<file path="config.mk">
export PLATFORM = sky130hd
export DESIGN_NAME = tx_sched
export DESIGN_NICKNAME = d
export VERILOG_FILES = /design/src/rtl/tx_sched_pkg.sv /design/src/rtl/tx_sched_rr_arb2.sv /design/src/rtl/tx_sched.sv
export SDC_FILE = /design/constraint.sdc
export NUM_CORES = 1
export LEC_CHECK = 0
export CORE_UTILIZATION = 40
export CTS_CLUSTER_DIAMETER = 100
export CTS_CLUSTER_SIZE = 20
export DETAILED_ROUTE_END_ITERATION = 7
export PLACE_DENSITY = 0.73
export RECOVER_POWER = 25
export SYNTH_ARGS = -nofsm -noshare
export SYNTH_HDL_FRONTEND = slang
export SYNTH_HIERARCHICAL = 1
export SYNTH_SLANG_ARGS = --single-unit
</file>
<file path="constraint.sdc">
create_clock -name clk -period 2.2 [get_ports clk]
set_clock_uncertainty 0.15 [all_clocks]
set_input_delay 0.33 -clock clk [delete_from_list [all_inputs] [get_ports clk]]
set_output_delay 0.33 -clock clk [all_outputs]
set_load 0.02 [all_outputs]
</file>
<file path="src/rtl/tx_sched_pkg.sv">
// -----------------------------------------------------------------------------
// tx_sched_pkg
// Shared definitions for the two-requester frame scheduler:
//   - FSM state encoding (IDLE -> HDR -> LO -> HI)
//   - slot counter boundary value
//   - default idle nibble and header tag
//   - helper that assembles a header nibble from tag and requester id
// -----------------------------------------------------------------------------
package tx_sched_pkg;

    typedef enum logic [1:0] {
        ST_IDLE = 2'd0,
        ST_HDR  = 2'd1,
        ST_LO   = 2'd2,
        ST_HI   = 2'd3
    } state_t;

    // Request / grant vector, bit index = requester id.
    typedef logic [1:0] req_vec_t;

    // Last bit slot of a 4-clock serializer slot period.
    localparam logic [1:0] SLOT_LAST    = 2'd3;

    localparam logic [3:0] DEF_IDLE_NIB = 4'h0;
    localparam logic [2:0] DEF_HDR_TAG  = 3'b110;

    // Header nibble: tag in the upper three bits, requester id in bit 0.
    function automatic logic [3:0] hdr_nib(input logic [2:0] tag, input logic id);
        return {tag, id};
    endfunction

endpackage

</file>
<file path="src/rtl/tx_sched_rr_arb2.sv">
// -----------------------------------------------------------------------------
// rr_arb2
// Two-way round-robin arbiter, purely combinational. The history bit `last`
// is owned by the caller and updated only when a grant is taken.
//
// Ports:
//   req     in   2  request vector, bit i = requester i valid
//   last    in   1  id of the requester served most recently
//   en      in   1  grant enable; 0 forces gnt to zero
//   gnt     out  2  one-hot grant, or zero when nothing is granted
//   gnt_id  out  1  index of the granted requester (0 when no grant)
// -----------------------------------------------------------------------------
module rr_arb2
    import tx_sched_pkg::*;
(
    input  req_vec_t req,
    input  logic     last,
    input  logic     en,
    output req_vec_t gnt,
    output logic     gnt_id
);

    always_comb begin
        // NOTE: every output gets a default before any branch so no path
        // leaves a value unassigned, which would infer a latch.
        gnt    = 2'b00;
        gnt_id = 1'b0;
        if (en && (req != 2'b00)) begin
            if (req == 2'b11) begin
                // Tie: serve the requester that was not served last.
                gnt_id = ~last;
            end else begin
                gnt_id = req[1];
            end
            gnt = gnt_id ? 2'b10 : 2'b01;
        end
    end

endmodule

</file>
<file path="src/rtl/tx_sched.sv">
// -----------------------------------------------------------------------------
// tx_sched
// Two-requester frame scheduler feeding a 4-bit nibble serializer. Each
// accepted byte is sent as three nibbles, one per 4-clock slot period:
// header {HDR_TAG, id}, data[3:0], data[7:4]. Unused slot periods carry
// IDLE_NIB. All nibble/state changes happen on the edge that ends slot 3,
// so the serializer always loads a new nibble at slot 0.
//
// Ports:
//   clk          in   1  system clock, shared with the serializer
//   rst          in   1  asynchronous active-high reset
//   en           in   1  1 = new grants allowed; 0 = finish frame, then idle
//   req0_valid   in   1  requester 0 has a byte
//   req0_data    in   8  requester 0 byte, held while valid
//   req0_ready   out  1  requester 0 byte accepted this cycle
//   req1_valid   in   1  requester 1 has a byte
//   req1_data    in   8  requester 1 byte, held while valid
//   req1_ready   out  1  requester 1 byte accepted this cycle
//   nib          out  4  nibble to serializer parallel input
//   slot         out  2  current bit slot 0..3
//   frame_start  out  1  pulse in the first slot-0 cycle of a header
//   busy         out  1  frame in flight
// -----------------------------------------------------------------------------
module tx_sched
    import tx_sched_pkg::*;
#(
    parameter logic [3:0] IDLE_NIB = DEF_IDLE_NIB,
    parameter logic [2:0] HDR_TAG  = DEF_HDR_TAG
) (
    input  logic       clk,
    input  logic       rst,
    input  logic       en,
    input  logic       req0_valid,
    input  logic [7:0] req0_data,
    output logic       req0_ready,
    input  logic       req1_valid,
    input  logic [7:0] req1_data,
    output logic       req1_ready,
    output logic [3:0] nib,
    output logic [1:0] slot,
    output logic       frame_start,
    output logic       busy
);

    state_t     state;
    logic       last;
    logic [7:0] data_q;

    logic       boundary;
    logic       grant_point;
    req_vec_t   gnt;
    logic       gnt_id;
    logic       granted;
    logic [7:0] gnt_data;

    // -------------------------------------------------------------------------
    // Slot counter: free running, aligned with the serializer's bit counter.
    // -------------------------------------------------------------------------
    always_ff @(posedge clk or posedge rst) begin
        // NOTE: sequential state uses non-blocking assignments so every
        // register samples pre-edge values regardless of statement order.
        if (rst) begin
            slot <= 2'd0;
        end else begin
            slot <= slot + 2'd1;
        end
    end

    assign boundary    = (slot == SLOT_LAST);
    // A new byte can only be taken where the current frame (if any) ends.
    assign grant_point = boundary && ((state == ST_IDLE) || (state == ST_HI));

    // Gating the arbiter with grant_point keeps ready low everywhere else.
    rr_arb2 u_arb (
        .req    ({req1_valid, req0_valid}),
        .last   (last),
        .en     (en && grant_point),
        .gnt    (gnt),
        .gnt_id (gnt_id)
    );

    assign req0_ready = gnt[0];
    assign req1_ready = gnt[1];
    assign granted    = |gnt;
    assign gnt_data   = gnt_id ? req1_data : req0_data;

    // -------------------------------------------------------------------------
    // Frame FSM with registered nibble and status outputs.
    // -------------------------------------------------------------------------
    always_ff @(posedge clk or posedge rst) begin
        if (rst) begin
            state       <= ST_IDLE;
            nib         <= IDLE_NIB;
            last        <= 1'b1;
            frame_start <= 1'b0;
            busy        <= 1'b0;
            data_q      <= 8'h00;
        end else begin
            // frame_start is set only on a grant edge, so it lives for
            // exactly the slot-0 cycle of the header period.
            frame_start <= 1'b0;
            if (boundary) begin
                case (state)
                    ST_IDLE, ST_HI: begin
                        if (granted) begin
                            state       <= ST_HDR;
                            nib         <= hdr_nib(HDR_TAG, gnt_id);
                            data_q      <= gnt_data;
                            last        <= gnt_id;
                            frame_start <= 1'b1;
                            busy        <= 1'b1;
                        end else begin
                            state <= ST_IDLE;
                            nib   <= IDLE_NIB;
                            busy  <= 1'b0;
                        end
                    end
                    ST_HDR: begin
                        state <= ST_LO;
                        nib   <= data_q[3:0];
                    end
                    ST_LO: begin
                        state <= ST_HI;
                        nib   <= data_q[7:4];
                    end
                    default: begin
                        state <= ST_IDLE;
                        nib   <= IDLE_NIB;
                        busy  <= 1'b0;
                    end
                endcase
            end
        end
    end

endmodule

</file>
## Word level (Yosys, flattened, before mapping)

Cells that the tools add are included.

- Register bits: 19
- Bits of input ports: 21

- Reductions and logical operators: 10
- Eq/ne operators: 5
- Mux-type cells: 13
- Bitwise gates (word level): 1
- Add/sub/neg operators: 1

Operator list:

| kind | count |
|---|---|
| case mux 4 bit (3 select lines) | 1 |
| equality test 2 bit (second input constant) | 4 |
| two-way mux 8 bit | 1 |
| two-way mux 1 bit | 7 |
| case mux 2 bit (3 select lines) | 1 |
| two-way mux 2 bit | 2 |
| two-way mux 4 bit | 1 |
| OR reduction 2 bit | 2 |
| logical AND 1 bit | 3 |
| AND reduction 3 bit | 1 |
| adder 2 x 1 -> 2 bit (second input constant) | 1 |
| equality test 2 x 1 -> 1 bit (second input constant) | 1 |
| zero test 2 bit | 1 |
| AND reduction 2 bit | 1 |
| nonzero test 2 bit | 1 |
| logical OR 1 bit | 1 |
| NOT 1 bit | 1 |

## Depth between registers and ports, before layout

- Word-level depth: 12
- Gate-level depth with buffers: 9

## Modules after synthesis

The synthesis kept the hierarchy.

Modules (own cells, without submodules):

| module | cells each | sequential area each (um2) | area each (um2) | times used |
|---|---|---|---|---|
| tx_sched | 73 | 476.7 | 950.9 | 1 |
| rr_arb2 | 6 | 0.0 | 28.8 | 1 |

## Least setup slack after synthesis

No wires, ideal clock.

- Kind: register -> register
- Start: register state[1]
- End: register data_q[0]
- Buffers on the path: 1
- Arrival: 2137 ps
- Library setup time: 125 ps
- Stages on the path, launching flop included: 8
- Setup slack: -212 ps
- Path through: dfrtp_1 > ha_1 > and3_1 > nand2_1 > a21oi_1 > o211ai_4 > buf_6 > mux2_4

- Word-level cells in the longest chain between the ends: 8
- Elaborated cells between the ends (all ways): 12
- Those cells by class: eq/ne: 1; mux: 3; reduce/logical: 8

RTL lines:

| item | line | source |
|---|---|---|
| start, declared | tx_sched.sv:45 | `state_t state;` |
| start signal, assigned | tx_sched.sv:92 | `state <= ST_IDLE;` |
| start signal, assigned | tx_sched.sv:106 | `state <= ST_HDR;` |
| start signal, assigned | tx_sched.sv:113 | `state <= ST_IDLE;` |
| equality test 2 bit or zero test 2 bit (tied branches) | tx_sched.sv:71 | `assign grant_point = boundary && ((state == ST_IDLE) \|\| (state == ST_HI));` |
| logical OR 1 bit * | tx_sched.sv:71 |  |
| logical AND 1 bit * | tx_sched.sv:71 |  |
| logical AND 1 bit * | tx_sched.sv:77 | `.en (en && grant_point),` |
| logical AND 1 bit * | tx_sched_rr_arb2.sv:28 | `if (en && (req != 2'b00)) begin` |
| two-way mux 2 bit * | tx_sched_rr_arb2.sv:28 |  |
| via req0_ready | tx_sched.sv:35 | `output logic req0_ready,` |
| OR reduction 2 bit * | tx_sched.sv:84 | `assign granted = \|gnt;` |
| AND reduction 3 bit (no line) * | n/a |  |
| end signal, assigned | tx_sched.sv:108 | `data_q <= gnt_data;` |
| end, declared | tx_sched.sv:47 | `logic [7:0] data_q;` |

The timed path passes the listed nets; every way through them passes the cells marked *.
A chain may end at the register's enable or synchronous reset.

## Worst setup path after layout

- Start: register state[1]
- End: register data_q[2]

- Word-level cells in the longest chain between the ends: 8
- Elaborated cells between the ends (all ways): 12
- Those cells by class: eq/ne: 1; mux: 3; reduce/logical: 8

RTL lines:

| item | line |
|---|---|
| equality test 2 bit or zero test 2 bit (tied branches) | tx_sched.sv:71, tx_sched.sv:103 |
| logical OR 1 bit | tx_sched.sv:71 |
| logical AND 1 bit | tx_sched.sv:71 |
| logical AND 1 bit | tx_sched.sv:77 |
| logical AND 1 bit | tx_sched_rr_arb2.sv:28 |
| two-way mux 2 bit | tx_sched_rr_arb2.sv:28 |
| OR reduction 2 bit | tx_sched.sv:84 |
| AND reduction 3 bit (no line) | n/a |

Several ways; a longest one is shown, not always the timed one.

==> results.cfg <==
[run_status]
status = completed

[die]
pin_count = 31
core_area_mm2 = 0.002255
die-height_um = 51.49
dieArea_mm2 = 0.002651
rows = 17
fp.dieW_um = 51.49
start_util_pct = 43.45

[timing]
period_share_pct = 97.36
setup_tns_ns = 0
hold_viol = 0
rsz0062_at_grt = yes
max_freq_mhz = 466.9
holdWs_ns = 0.3794
slew_headroom_pct = 33.60
tightestPinTransition_ns = 0.9960
maxSlewViolCount = 0
setup_violations = 0
fin_crit_ns = 2.142

[pwr]
finalPower_w = 0.001339
power_switching_w = 0.0004397
pwr-share-seq_pct = 43.6
peakVddDrop_mv = 0.6493
leakage_nw = 0.6473
power_density_mw_per_mm2 = 915.2
p_clk_share_pct = 13.1
comb_power_share_pct = 43.3
cellInternalPower_w = 0.0008990
p_sw_share_pct = 32.85

[grt]
grt_antenna_before_repair = 0
grt_usage_pct = 18.54
grt_pass1_wl_um = 3505
grt_overflow_total = 0
grt_pass1_vias = 777
grt_max_degree = 20

[worst_setup_path]
worstPathMaxFanout = 6
cp_data_required_time_ns = 2.24
cp-start-kind = register
crit_arrival_ns = 2.19
r2r_cells = 7
critPathCaptureType = register
critical_path_class = reg -> reg
r2r_setup_slack_ns = 0.06

[clock_tree]
htreeDepth = 1
cts.sinks = 19
cts-buffers-inserted = 3
ctsHoldBuffers = 0
clk_latency_ns = 0.30
clk_transition_reported_paths_ns = 0.10
cts_buffer_depth = 2
root_buffer = clkbuf_4
cts_tree = yes

[detailed_routing]
vias = 757
route.antenna.remaining_nets = 0
drt-initial-drc-count = 15
dr.pass1.iters = 4
drc = 0
via_per_inst = 5.013
wl_um = 2166
post_drt_wl_per_cell_um = 14.34

[final_layout]
layout.cells.non_filler = 151
layout-drive-gt1-share_pct = 34.15
antenna_cells = 0
final_cell_area_mm2 = 0.001463
num-nets-final = 150
syn2layout_area_growth_pct = 49.30

[hold_path]
hold_path_class = reg -> reg
hold_depth = 1

[logic_synthesis]
synth_area_per_cell_um2 = 12.40
synth_area_um2 = 979.7
seq_area_frac_synth_pct = 48.66
ys_ff_latch = 19
syn_nets = 105
synth_cells = 79
yosys_warnings = 6
post_synth_num_cell_types = 19

[placed_design]
place_congestion = 0.7576
dpl-instance-area_mm2 = 0.001380
hpwl_um = 1589
placedCellCount = 143
portBuffers = 30

[run]
drv_cap = 0
[worst paths after layout]
path / startpoint / end
worst max-delay path: state[1]$_DFFE_PP0N_ / data_q[2]$_DFFE_PP0P_
max in group asynchronous: rst / data_q[7]$_DFFE_PP0P_
worst min register to register: data_q[3]$_DFFE_PP0P_ / data_q[3]$_DFFE_PP0P_
worst min-delay path: data_q[3]$_DFFE_PP0P_ / data_q[3]$_DFFE_PP0P_
worst max register to register: state[1]$_DFFE_PP0N_ / data_q[2]$_DFFE_PP0P_
min in group asynchronous: rst / slot[1]$_DFF_PP0_
[cell usage in the layout, fill, tap and decap left out, types with 3 or more instances in the layout]
| master | instances |
|---|---|
| clkdlybuf4s50_1 | 27 |
| dfrtp_1 | 18 |
| mux2_2 | 11 |
| buf_4 | 10 |
| inv_1 | 9 |
| mux2_4 | 6 |
| o221ai_1 | 4 |
| a22oi_1 | 4 |
| ha_1 | 4 |
| nor2_1 | 3 |
| nand2_1 | 3 |
| clkbuf_4 | 3 |
[synthesized netlist by cell type, drive strengths merged]
library cell / n / area share (%)
a21oi: 4 / 2.0
a22oi: 4 / 3.1
a31oi: 1 / 0.64
and3: 1 / 0.64
buf: 4 / 2.9
dfrtp: 18 / 46
dfstp: 1 / 2.7
ha: 5 / 6.4
inv: 10 / 3.8
mux2: 17 / 22
nand2: 3 / 1.1
nand2b: 2 / 1.3
nor2: 3 / 1.1
o211ai: 1 / 2.2
o221ai: 4 / 3.6
o22ai: 1 / 0.64
[stage by stage]
stage,util (%),worst slack [ns]
floorplan,-,0.01285
global placement,61.21,-0.06956
detailed placement,61.21,-0.1482
CTS,64.04,0.02195
global route,64.87,-0.005763
finish,64.87,0.05808
[repair_timing]
action                                  CTS  global route
hold endpoints to repair                  0             0
endpoints found under the setup margin   12            11
cloned                                    1             0
setup buffers                             1             2
resized for setup                        15             2
pin swaps                                 0             0
[layout make-up]
type / count / area [um^2]
inverter: 10 / 37.54
clock buffer: 4 / 26.28
timing repair buffer: 44 / 417.9
fill: 179 / 792.0
sequential: 19 / 476.7
tap: 28 / 35.03
multi-input combinational: 46 / 469.2
[layer usage]
layer	GRT usage, %	wire length [um]
met1	21.35	896
met2	32.68	1153
met3	5.263	76
met4	6.306	39
met5	0	0
[state kept, by name, summed over array words and instances (netlist names)]
signal / count
nib: 4
slot: 2
frame_start: 1
data_q: 8
busy: 1
state: 2
last: 1
[critical path: stages, from the launching register on]
cell and delay (ns):
dfrtp_1 0.43, ha_4 0.29, and3_4 0.17, nand2_1 0.08
a21oi_4 0.16, buf_6 0.16, mux2_2 0.34, mux2_4 0.27
[cell families (layout without fill, tap and decap cells)]
family	Yosys count	in the layout	share of synthesized area [%]
mux	17	17	21.84
compound gates	15	15	12.13
flops	19	19	48.66
fa+ha+maj	5	5	6.386
buf+inv	14	58	6.769
simple gates	9	9	4.215
[power groups by stage]
stage / Combinational, W / Sequential [W] / Clock, W
after global routing: 0.000633 / 0.000594 / 0.000193
final: 0.000580 / 0.000584 / 0.000175
after detailed placement: 0.000535 / 0.000578 / 0
after CTS: 0.000565 / 0.000576 / 0.000178
after global placement: 0.000513 / 0.000570 / 0
after floorplan: 0.000280 / 0.000601 / 0
Note: power is estimated with default switching activity, not from simulation.
